--- src/rtl/ext_bus_ctrl.sv ---
// ext_bus_ctrl
// ----------------------------------------------------------------------------
// Sequences and arbitrates the CPU core's 8-bit external memory bus between
// instruction fetch and data load/store. Each 16-bit access goes out as a
// command byte ({6'b0, is_fetch, we}), address hi/lo, then either two write
// data bytes (sent) or two read data bytes (received via in_bus).
//
// Handshakes: a requester raises *_req with its address/data stable and holds
// them until its *_done pulse. *_gnt pulses in the first CMD cycle, *_done in
// the single DONE cycle. On the external side, a send state advances on an
// edge with ard_receive_ready=1 (out_bus taken). A read state advances on an
// edge with ard_data_ready=1, when in_bus is captured. Ready inputs are
// ignored in IDLE and DONE.
//
// Ports
//   clk, rst_n                      clock, synchronous active-low reset
//   fetch_req/addr, fetch_gnt/done  instruction fetch requester
//   mem_req/we/addr/wdata,
//   mem_gnt/done                    data load/store requester
//   rdata                           last successfully read 16-bit word
//   err                             pulses with done when a wait timed out
//   in_bus, ard_data_ready          external read byte and its valid
//   ard_receive_ready, out_bus      external accept and outgoing byte
//   bus_pc, bus_mar, bus_mdr        transaction / byte-kind tags
//   busy                            controller not idle
//
// Parameters
//   STARVE_LIMIT    mem grants allowed while fetch waits before fetch is forced
//   TIMEOUT_CYCLES  stalled cycles per byte phase before abort
//
// Build option: define BUS_TIMEOUT_EN to enable the per-phase wait timeout.
// Without it waits are unbounded and err stays 0.
// ----------------------------------------------------------------------------
module ext_bus_ctrl #(
   parameter int STARVE_LIMIT   = 4,
   parameter int TIMEOUT_CYCLES = 255
) (
   input  logic        clk,
   input  logic        rst_n,
   input  logic        fetch_req,
   input  logic [15:0] fetch_addr,
   output logic        fetch_gnt,
   output logic        fetch_done,
   input  logic        mem_req,
   input  logic        mem_we,
   input  logic [15:0] mem_addr,
   input  logic [15:0] mem_wdata,
   output logic        mem_gnt,
   output logic        mem_done,
   output logic [15:0] rdata,
   output logic        err,
   input  logic [7:0]  in_bus,
   input  logic        ard_data_ready,
   input  logic        ard_receive_ready,
   output logic [7:0]  out_bus,
   output logic        bus_pc,
   output logic        bus_mar,
   output logic        bus_mdr,
   output logic        busy
);

   localparam int            SW         = $clog2(STARVE_LIMIT + 1);
   localparam logic [SW-1:0] STARVE_MAX = SW'(STARVE_LIMIT);

   typedef enum logic [3:0] {
      IDLE    = 4'd0,
      CMD     = 4'd1,
      ADDR_HI = 4'd2,
      ADDR_LO = 4'd3,
      WR_HI   = 4'd4,
      WR_LO   = 4'd5,
      RD_HI   = 4'd6,
      RD_LO   = 4'd7,
      DONE    = 4'd8
   } state_t;

   state_t        state;
   state_t        next_state;

   // Transaction latched at grant time
   logic [15:0]   lat_addr;
   logic [15:0]   lat_wdata;
   logic          lat_we;
   logic          lat_fetch;
   logic [7:0]    shadow_hi;
   logic [SW-1:0] starve_cnt;

   logic          fetch_wins;
   logic          grant_fetch;
   logic          grant_mem;
   logic          timeout_hit;

   // Transaction fields as seen by the output logic: in IDLE the latches do
   // not hold the new winner yet, so take it straight from the request ports.
   logic [15:0]   cur_addr;
   logic [15:0]   cur_wdata;
   logic          cur_we;
   logic          cur_fetch;

   // Values the output registers load on the next edge
   logic [7:0]    nxt_out_bus;
   logic          nxt_mar;
   logic          nxt_mdr;
   logic          nxt_pc;
   logic          nxt_fetch_gnt;
   logic          nxt_mem_gnt;
   logic          nxt_fetch_done;
   logic          nxt_mem_done;
   logic          nxt_err;
   logic          nxt_busy;

   // mem has priority unless fetch has already waited out STARVE_LIMIT grants
   assign fetch_wins = fetch_req && (!mem_req || (starve_cnt == STARVE_MAX));

`ifdef BUS_TIMEOUT_EN
   localparam int            WW        = (TIMEOUT_CYCLES > 255) ? $clog2(TIMEOUT_CYCLES + 1) : 8;
   localparam logic [WW-1:0] WAIT_LAST = WW'(TIMEOUT_CYCLES - 1);

   logic [WW-1:0] wait_cnt;
   logic          stalled;

   always_comb begin
      stalled = 1'b0;
      case (state)
         CMD, ADDR_HI, ADDR_LO, WR_HI, WR_LO: stalled = !ard_receive_ready;
         RD_HI, RD_LO:                        stalled = !ard_data_ready;
         default:                             stalled = 1'b0;
      endcase
   end

   // Counts stalled cycles within one byte phase; any state change restarts it
   always_ff @(posedge clk) begin
      if (!rst_n) begin
         wait_cnt <= '0;
      end else if (next_state != state) begin
         wait_cnt <= '0;
      end else if (stalled) begin
         wait_cnt <= wait_cnt + WW'(1);
      end
   end
`endif

   // ------------------------------------------------------------------
   // State register
   // ------------------------------------------------------------------
   always_ff @(posedge clk) begin
      if (!rst_n) begin
         state <= IDLE;
      end else begin
         state <= next_state;
      end
   end

   // ------------------------------------------------------------------
   // Next-state logic
   // ------------------------------------------------------------------
   always_comb begin
      next_state  = state;
      grant_fetch = 1'b0;
      grant_mem   = 1'b0;
      timeout_hit = 1'b0;
      case (state)
         IDLE: begin
            if (fetch_req || mem_req) begin
               next_state  = CMD;
               grant_fetch = fetch_wins;
               grant_mem   = !fetch_wins;
            end
         end
         CMD:     if (ard_receive_ready) next_state = ADDR_HI;
         ADDR_HI: if (ard_receive_ready) next_state = ADDR_LO;
         ADDR_LO: if (ard_receive_ready) next_state = lat_we ? WR_HI : RD_HI;
         WR_HI:   if (ard_receive_ready) next_state = WR_LO;
         WR_LO:   if (ard_receive_ready) next_state = DONE;
         RD_HI:   if (ard_data_ready)    next_state = RD_LO;
         RD_LO:   if (ard_data_ready)    next_state = DONE;
         DONE:    next_state = IDLE;
         default: next_state = IDLE;
      endcase
`ifdef BUS_TIMEOUT_EN
      if (stalled && (wait_cnt == WAIT_LAST)) begin
         next_state  = DONE;
         timeout_hit = 1'b1;
      end
`endif
   end

   // ------------------------------------------------------------------
   // Output logic: decodes next_state so the registered outputs line up
   // with the state they describe.
   // ------------------------------------------------------------------
   always_comb begin
      if (state == IDLE) begin
         cur_fetch = fetch_wins;
         cur_addr  = fetch_wins ? fetch_addr : mem_addr;
         cur_wdata = fetch_wins ? 16'h0000 : mem_wdata;
         cur_we    = fetch_wins ? 1'b0 : mem_we;
      end else begin
         cur_fetch = lat_fetch;
         cur_addr  = lat_addr;
         cur_wdata = lat_wdata;
         cur_we    = lat_we;
      end

      nxt_out_bus    = 8'h00;
      nxt_mar        = 1'b0;
      nxt_mdr        = 1'b0;
      nxt_pc         = 1'b0;
      nxt_fetch_done = 1'b0;
      nxt_mem_done   = 1'b0;
      nxt_err        = 1'b0;
      nxt_fetch_gnt  = grant_fetch;
      nxt_mem_gnt    = grant_mem;
      nxt_busy       = (next_state != IDLE);

      case (next_state)
         CMD: begin
            nxt_out_bus = {6'b0, cur_fetch, cur_we};
            nxt_mar     = 1'b1;
            nxt_mdr     = 1'b1;
            nxt_pc      = cur_fetch;
         end
         ADDR_HI: begin
            nxt_out_bus = cur_addr[15:8];
            nxt_mar     = 1'b1;
            nxt_pc      = cur_fetch;
         end
         ADDR_LO: begin
            nxt_out_bus = cur_addr[7:0];
            nxt_mar     = 1'b1;
            nxt_pc      = cur_fetch;
         end
         WR_HI: begin
            nxt_out_bus = cur_wdata[15:8];
            nxt_mdr     = 1'b1;
            nxt_pc      = cur_fetch;
         end
         WR_LO: begin
            nxt_out_bus = cur_wdata[7:0];
            nxt_mdr     = 1'b1;
            nxt_pc      = cur_fetch;
         end
         RD_HI, RD_LO: begin
            nxt_pc = cur_fetch;
         end
         DONE: begin
            nxt_fetch_done = lat_fetch;
            nxt_mem_done   = !lat_fetch;
            nxt_err        = timeout_hit;
         end
         default: begin
            nxt_out_bus = 8'h00;
         end
      endcase
   end

   // ------------------------------------------------------------------
   // Datapath, arbitration bookkeeping and output registers
   // ------------------------------------------------------------------
   always_ff @(posedge clk) begin
      if (!rst_n) begin
         lat_addr   <= '0;
         lat_wdata  <= '0;
         lat_we     <= 1'b0;
         lat_fetch  <= 1'b0;
         shadow_hi  <= '0;
         starve_cnt <= '0;
         rdata      <= '0;
         out_bus    <= '0;
         bus_mar    <= 1'b0;
         bus_mdr    <= 1'b0;
         bus_pc     <= 1'b0;
         fetch_gnt  <= 1'b0;
         mem_gnt    <= 1'b0;
         fetch_done <= 1'b0;
         mem_done   <= 1'b0;
         err        <= 1'b0;
         busy       <= 1'b0;
      end else begin
         if (grant_fetch || grant_mem) begin
            lat_addr  <= cur_addr;
            lat_wdata <= cur_wdata;
            lat_we    <= cur_we;
            lat_fetch <= cur_fetch;
         end

         if (grant_fetch) begin
            starve_cnt <= '0;
         end else if (grant_mem && fetch_req && (starve_cnt != STARVE_MAX)) begin
            starve_cnt <= starve_cnt + SW'(1);
         end

         if ((state == RD_HI) && ard_data_ready) begin
            shadow_hi <= in_bus;
         end
         // Only a completed low-byte capture updates rdata; a timeout abort
         // leaves the previous word in place.
         if ((state == RD_LO) && ard_data_ready) begin
            rdata <= {shadow_hi, in_bus};
         end

         out_bus    <= nxt_out_bus;
         bus_mar    <= nxt_mar;
         bus_mdr    <= nxt_mdr;
         bus_pc     <= nxt_pc;
         fetch_gnt  <= nxt_fetch_gnt;
         mem_gnt    <= nxt_mem_gnt;
         fetch_done <= nxt_fetch_done;
         mem_done   <= nxt_mem_done;
         err        <= nxt_err;
         busy       <= nxt_busy;
      end
   end

endmodule

--- config.mk ---
export PLATFORM = sky130hd
export DESIGN_NAME = ext_bus_ctrl
export DESIGN_NICKNAME = d
export VERILOG_FILES = /design/src/rtl/ext_bus_ctrl.sv
export SDC_FILE = /design/constraint.sdc
export NUM_CORES = 1
export LEC_CHECK = 0
export ABC_AREA = 1
export BUFFER_PORTS_ARGS = -buffer_cell sky130_fd_sc_hd__buf_2
export CORE_AREA = 4 4 110 91
export DETAILED_ROUTE_END_ITERATION = 8
export DIE_AREA = 0 0 114 95
export PLACE_DENSITY = 0.8
export SLEW_MARGIN = 30
export SYNTH_ARGS = -nofsm -noshare
export SYNTH_HDL_FRONTEND = slang
export SYNTH_SLANG_ARGS = --single-unit
--- constraint.sdc ---
create_clock -name clk -period 1.8 [get_ports clk]
set_input_delay 0.36 -clock clk [delete_from_list [all_inputs] [get_ports clk]]
set_output_delay 0.36 -clock clk [all_outputs]
set_load 0.02 [all_outputs]
==> qor.txt <==
RUN STATUS
-----------------------------------------------------------------------------------------
Outcome                                                                      finished clean

PLACE
-----------------------------------------------------------------------------------------
Placer congestion estimate                                                         0.8909
Count of input and output buffers                                                      94
Post-Place Setup Slack                                                        -0.08404 ns
Instance area at placement                                                     4698 sq um
Half-perimeter wire length of the detailed placement result                      8.178 mm

SETUP PATH
-----------------------------------------------------------------------------------------
Register-to-Register Path Depth                                                        13
CP Data Arrival Time                                                              2.03 ns
Crit Path Category                                                           flop to flop
Most used cell along the critical path                                       sky130_fd_sc_hd__nand2_4
Worst flop-to-flop path startpoint                                           starve_cnt[1]
CP Launch Type                                                                       flop
Max incr delay on CP                                                              0.32 ns
Endpoint class of the critical path                                                  flop
Critical-path maximum fanout                                                            9
Critical path origin                                                         starve_cnt[1]
Highest-delay cell along the critical path                                   sky130_fd_sc_hd__dfxtp_2
Cells traversed along the worst timing path                                  inv_2, ha_4, nand2_4, nand2_4, nand2_8, buf_12, clkbuf_16, a21oi_4, nor2_1, nand3_1, nand2_1, o21ai_1, inv_1
Crit path required time                                                           2.03 ns

CELLS AND AREA
-----------------------------------------------------------------------------------------
Number of diodes                                                                        0
Area growth, synth to finish                                                       38.34%
Most frequent standard cell in the layout excluding fill and tap cells       sky130_fd_sc_hd__nand2_1
Post-route cell area                                                           5485 sq um
Area used by multi-input combinational logic                                   2207 sq um
Storage cell area                                                              1639 sq um
Fraction of final layout cells with drive strength greater than 1                  0.3290
Most frequent cells in the layout                                            sky130_fd_sc_hd__nand2_1 (135), sky130_fd_sc_hd__buf_2 (94), sky130_fd_sc_hd__dfxtp_1 (75)
Net count reported at finish                                                          756
Filler Cell Count                                                                     728

TIMING
-----------------------------------------------------------------------------------------
FMAX                                                                            557.8 MHz
Final setup slack of the worst path                                           0.007227 ns
Final critical-path share of the clock period                                      0.9960
Number of endpoints with negative hold slack in the final report                        0
Setup repair after global routing missed its margin                                  true
Setup skew after layout                                                       0.006613 ns
Min cycle time layout                                                            1.793 ns
Total count of max-transition violations in the final report                            0
Setup-violating endpoint count in the final report                                      0

CLOCKING
-----------------------------------------------------------------------------------------
Number of buffers inserted by hold repair at cts                                        0
Number of buffers created by CTS                                                        9
TritonCTS clock tree                                                                 done
Clk pin slew, worst setup/hold paths                                              0.06 ns
CTS HTree Levels                                                                        3
Clock tree root buffer cell                                                  sky130_fd_sc_hd__clkbuf_16
Skew-Pair Late Insertion Delay                                                    0.34 ns
Clock buffer depth                                                                      2
Clock sink total                                                                       81

POWER
-----------------------------------------------------------------------------------------
Switching power as a share of total power                                          0.3674
Leakage power summed over all cells                                              2.582 nW
Design internal power                                                            4.269 mW
Power Dens Cells                                                             1230 nW/um^2
Net Switching                                                                    2.479 mW
Fraction of power consumed by combinational cells                                   0.386
Proportion of power drawn by flip-flops and latches                                 0.324
Share of power burned in the clock network                                          0.291
Worst voltage drop across the vdd grid                                          0.5159 mV

ROUTING
-----------------------------------------------------------------------------------------
Overall via count from detail_route                                                  4428
Number of DRC violations after detailed-routing iteration 0                           431
Post-route DRC                                                                          0
Average via count per standard cell                                                 5.460
Total Wirelength                                                                 12.59 mm
Post-route antenna net violation count                                                  0
DRT Pass-1 Iters                                                                        7
WL per Instance                                                                  15.53 um

GRT
-----------------------------------------------------------------------------------------
Via count of the first global-routing pass                                           4020
Largest net degree at the start of global routing                                      30
GRT met1 Usage                                                                     0.2711
Wire length of the first global-routing pass                                     18.92 mm
Antenna violations before repair                                                        0
GRT Resource Usage Total                                                           0.2150
Global route overflow                                                                   0
Met2 usage in global routing                                                       0.3626
Met3 layer usage reported by global route                                         0.05894
Top Usage Layer GRT                                                                  met2

LOGIC SYNTHESIS
-----------------------------------------------------------------------------------------
Yosys warns                                                                             0
Mapped Nets                                                                           642
Proportion of register bits with asynchronous set or reset after synthesis              0
Mapped Cells                                                                          577
Number of distinct library cells after synthesis                                       28
Number of synthesized register bits                                                    81
Number of enable flip-flop cells after synthesis                                        0
Netlist area before placement                                                  3965 sq um
Post-Synthesis Mean Instance Area                                             6.872 sq um
Primary flip-flop cell chosen by synthesis mapping                           sky130_fd_sc_hd__dfxtp_1
Share of the yosys chip area belonging to registers                                0.4090

FLOORPLAN
-----------------------------------------------------------------------------------------
Number of rows in the core area                                                        31
Die Area                                                                      10830 sq um
Die X-Extent                                                                       114 um
Initial core utilization                                                           0.4445
Height of the chip                                                                  95 um
Ports placed on the boundary                                                           96
Core region area                                                               8921 sq um

HOLD PATH
-----------------------------------------------------------------------------------------
Hold Path Cell Cnt                                                                      3
Worst Hold Class                                                             input pin to flop
Hold wc startpoint                                                              in_bus[4]

RUN
-----------------------------------------------------------------------------------------
Max_cap viols                                                                           0

-- power by group through the flow --
stage | clock network [mW] | registers (mW) | logic [mW]
after floorplan | 0 | 2.27 | 1.36
after global placement | 0 | 2.19 | 2.11
after detailed placement | 0 | 2.20 | 2.17
after CTS | 1.98 | 2.16 | 2.30
after global routing | 2.06 | 2.21 | 2.82
final | 1.96 | 2.19 | 2.60
-- through the flow --
step	TNS (ns)	std cells	total power, mW	utilization	hold WS (ns)
3_5_place_dp	-0.1820	785	4.366	0.5266	0.4026
4_1_cts	0	806	6.440	0.5795	0.2935
3_3_place_gp	-0.03557	785	4.304	0.5266	0.3994
2_1_floorplan	0	577	3.629	-	0.3925
6_report	0	811	6.748	0.6149	0.2966
5_1_grt	-0.2627	811	7.090	0.6149	0.2970
-- cells by family (layout without fill, tap and decap cells) --
family	count (synthesis)	in the layout	synth area share
AO/OA/AOI/OAI	121	121	0.1654
other	1	1	0.0009458
XOR/XNOR	1	1	0.002209
flip-flops	81	81	0.4090
AND/OR/NAND/NOR	280	280	0.3203
adder cells (fa/ha/maj)	2	2	0.006310
buffers and inverters	91	210	0.09593
-- cell type report --
| cell class | instances | area share |
|---|---|---|
| clock buffer | 10 | 0.04174 |
| clock inverter | 6 | 0.01665 |
| inverter | 57 | 0.04083 |
| multi-input combinational | 405 | 0.4024 |
| sequential | 81 | 0.2988 |
| tap | 115 | 0.02623 |
| timing repair buffer | 137 | 0.1734 |
-- state kept, by name (all words and copies together), names as in the netlist --
name        flops
state           4
mem_gnt         1
starve_cnt      3
lat_wdata      16
busy            1
fetch_done      1
rdata          16
lat_addr       16
fetch_gnt       1
mem_done        1
lat_we          1
bus_mar         1
bus_pc          1
out_bus         8
bus_mdr         1
lat_fetch       1
shadow_hi       8
-- worst max-delay path, delay by kind of cell (launching register included) --
kind	cells	cell delay, ns
AOI/OAI and AO/OA	2	0.30
and+or+nand+nor	6	0.47
buffers and inverters	4	0.45
adders and majority gates	1	0.13
DFF	1	0.32
-- synthesized netlist by cell type (9+ instances only) --
library cell               number  area share
sky130_fd_sc_hd__o21ai_1        9       0.011
sky130_fd_sc_hd__nand3_2        9       0.023
sky130_fd_sc_hd__inv_1         53       0.050
sky130_fd_sc_hd__nand2_1      141        0.13
sky130_fd_sc_hd__nor2_1        49       0.046
sky130_fd_sc_hd__nand3_1       58       0.073
sky130_fd_sc_hd__a21oi_1       61       0.077
sky130_fd_sc_hd__o211ai_1      16       0.030
sky130_fd_sc_hd__dfxtp_1       81        0.41
sky130_fd_sc_hd__o21ai_0       31       0.039
sky130_fd_sc_hd__buf_2         10       0.013
sky130_fd_sc_hd__clkbuf_1      18       0.017
-- path summary, 6_finish.rpt --
| check | slack (ns) | end |
|---|---|---|
| worst min register to register | 0.41 | mem_done |
| worst min-delay path | 0.30 | rdata[4] |
| worst max-delay path | 0.007 | out_bus[6] |
| worst max register to register | 0.007 | out_bus[6] |
-- layer usage --
metal  wire, um  share of wire
met1       5055           0.40
met2       6103           0.48
met3       1036          0.082
met4        398          0.032
met5          0              0
-- repair_timing --
item,4_1_cts,5_1_grt
pin swaps,3,24
gates resized for setup,22,66
hold endpoints to repair,0,0
setup buffers,3,2
setup endpoints to repair,7,22
gates cloned,2,3
Note: power is estimated with default switching activity, not from simulation.
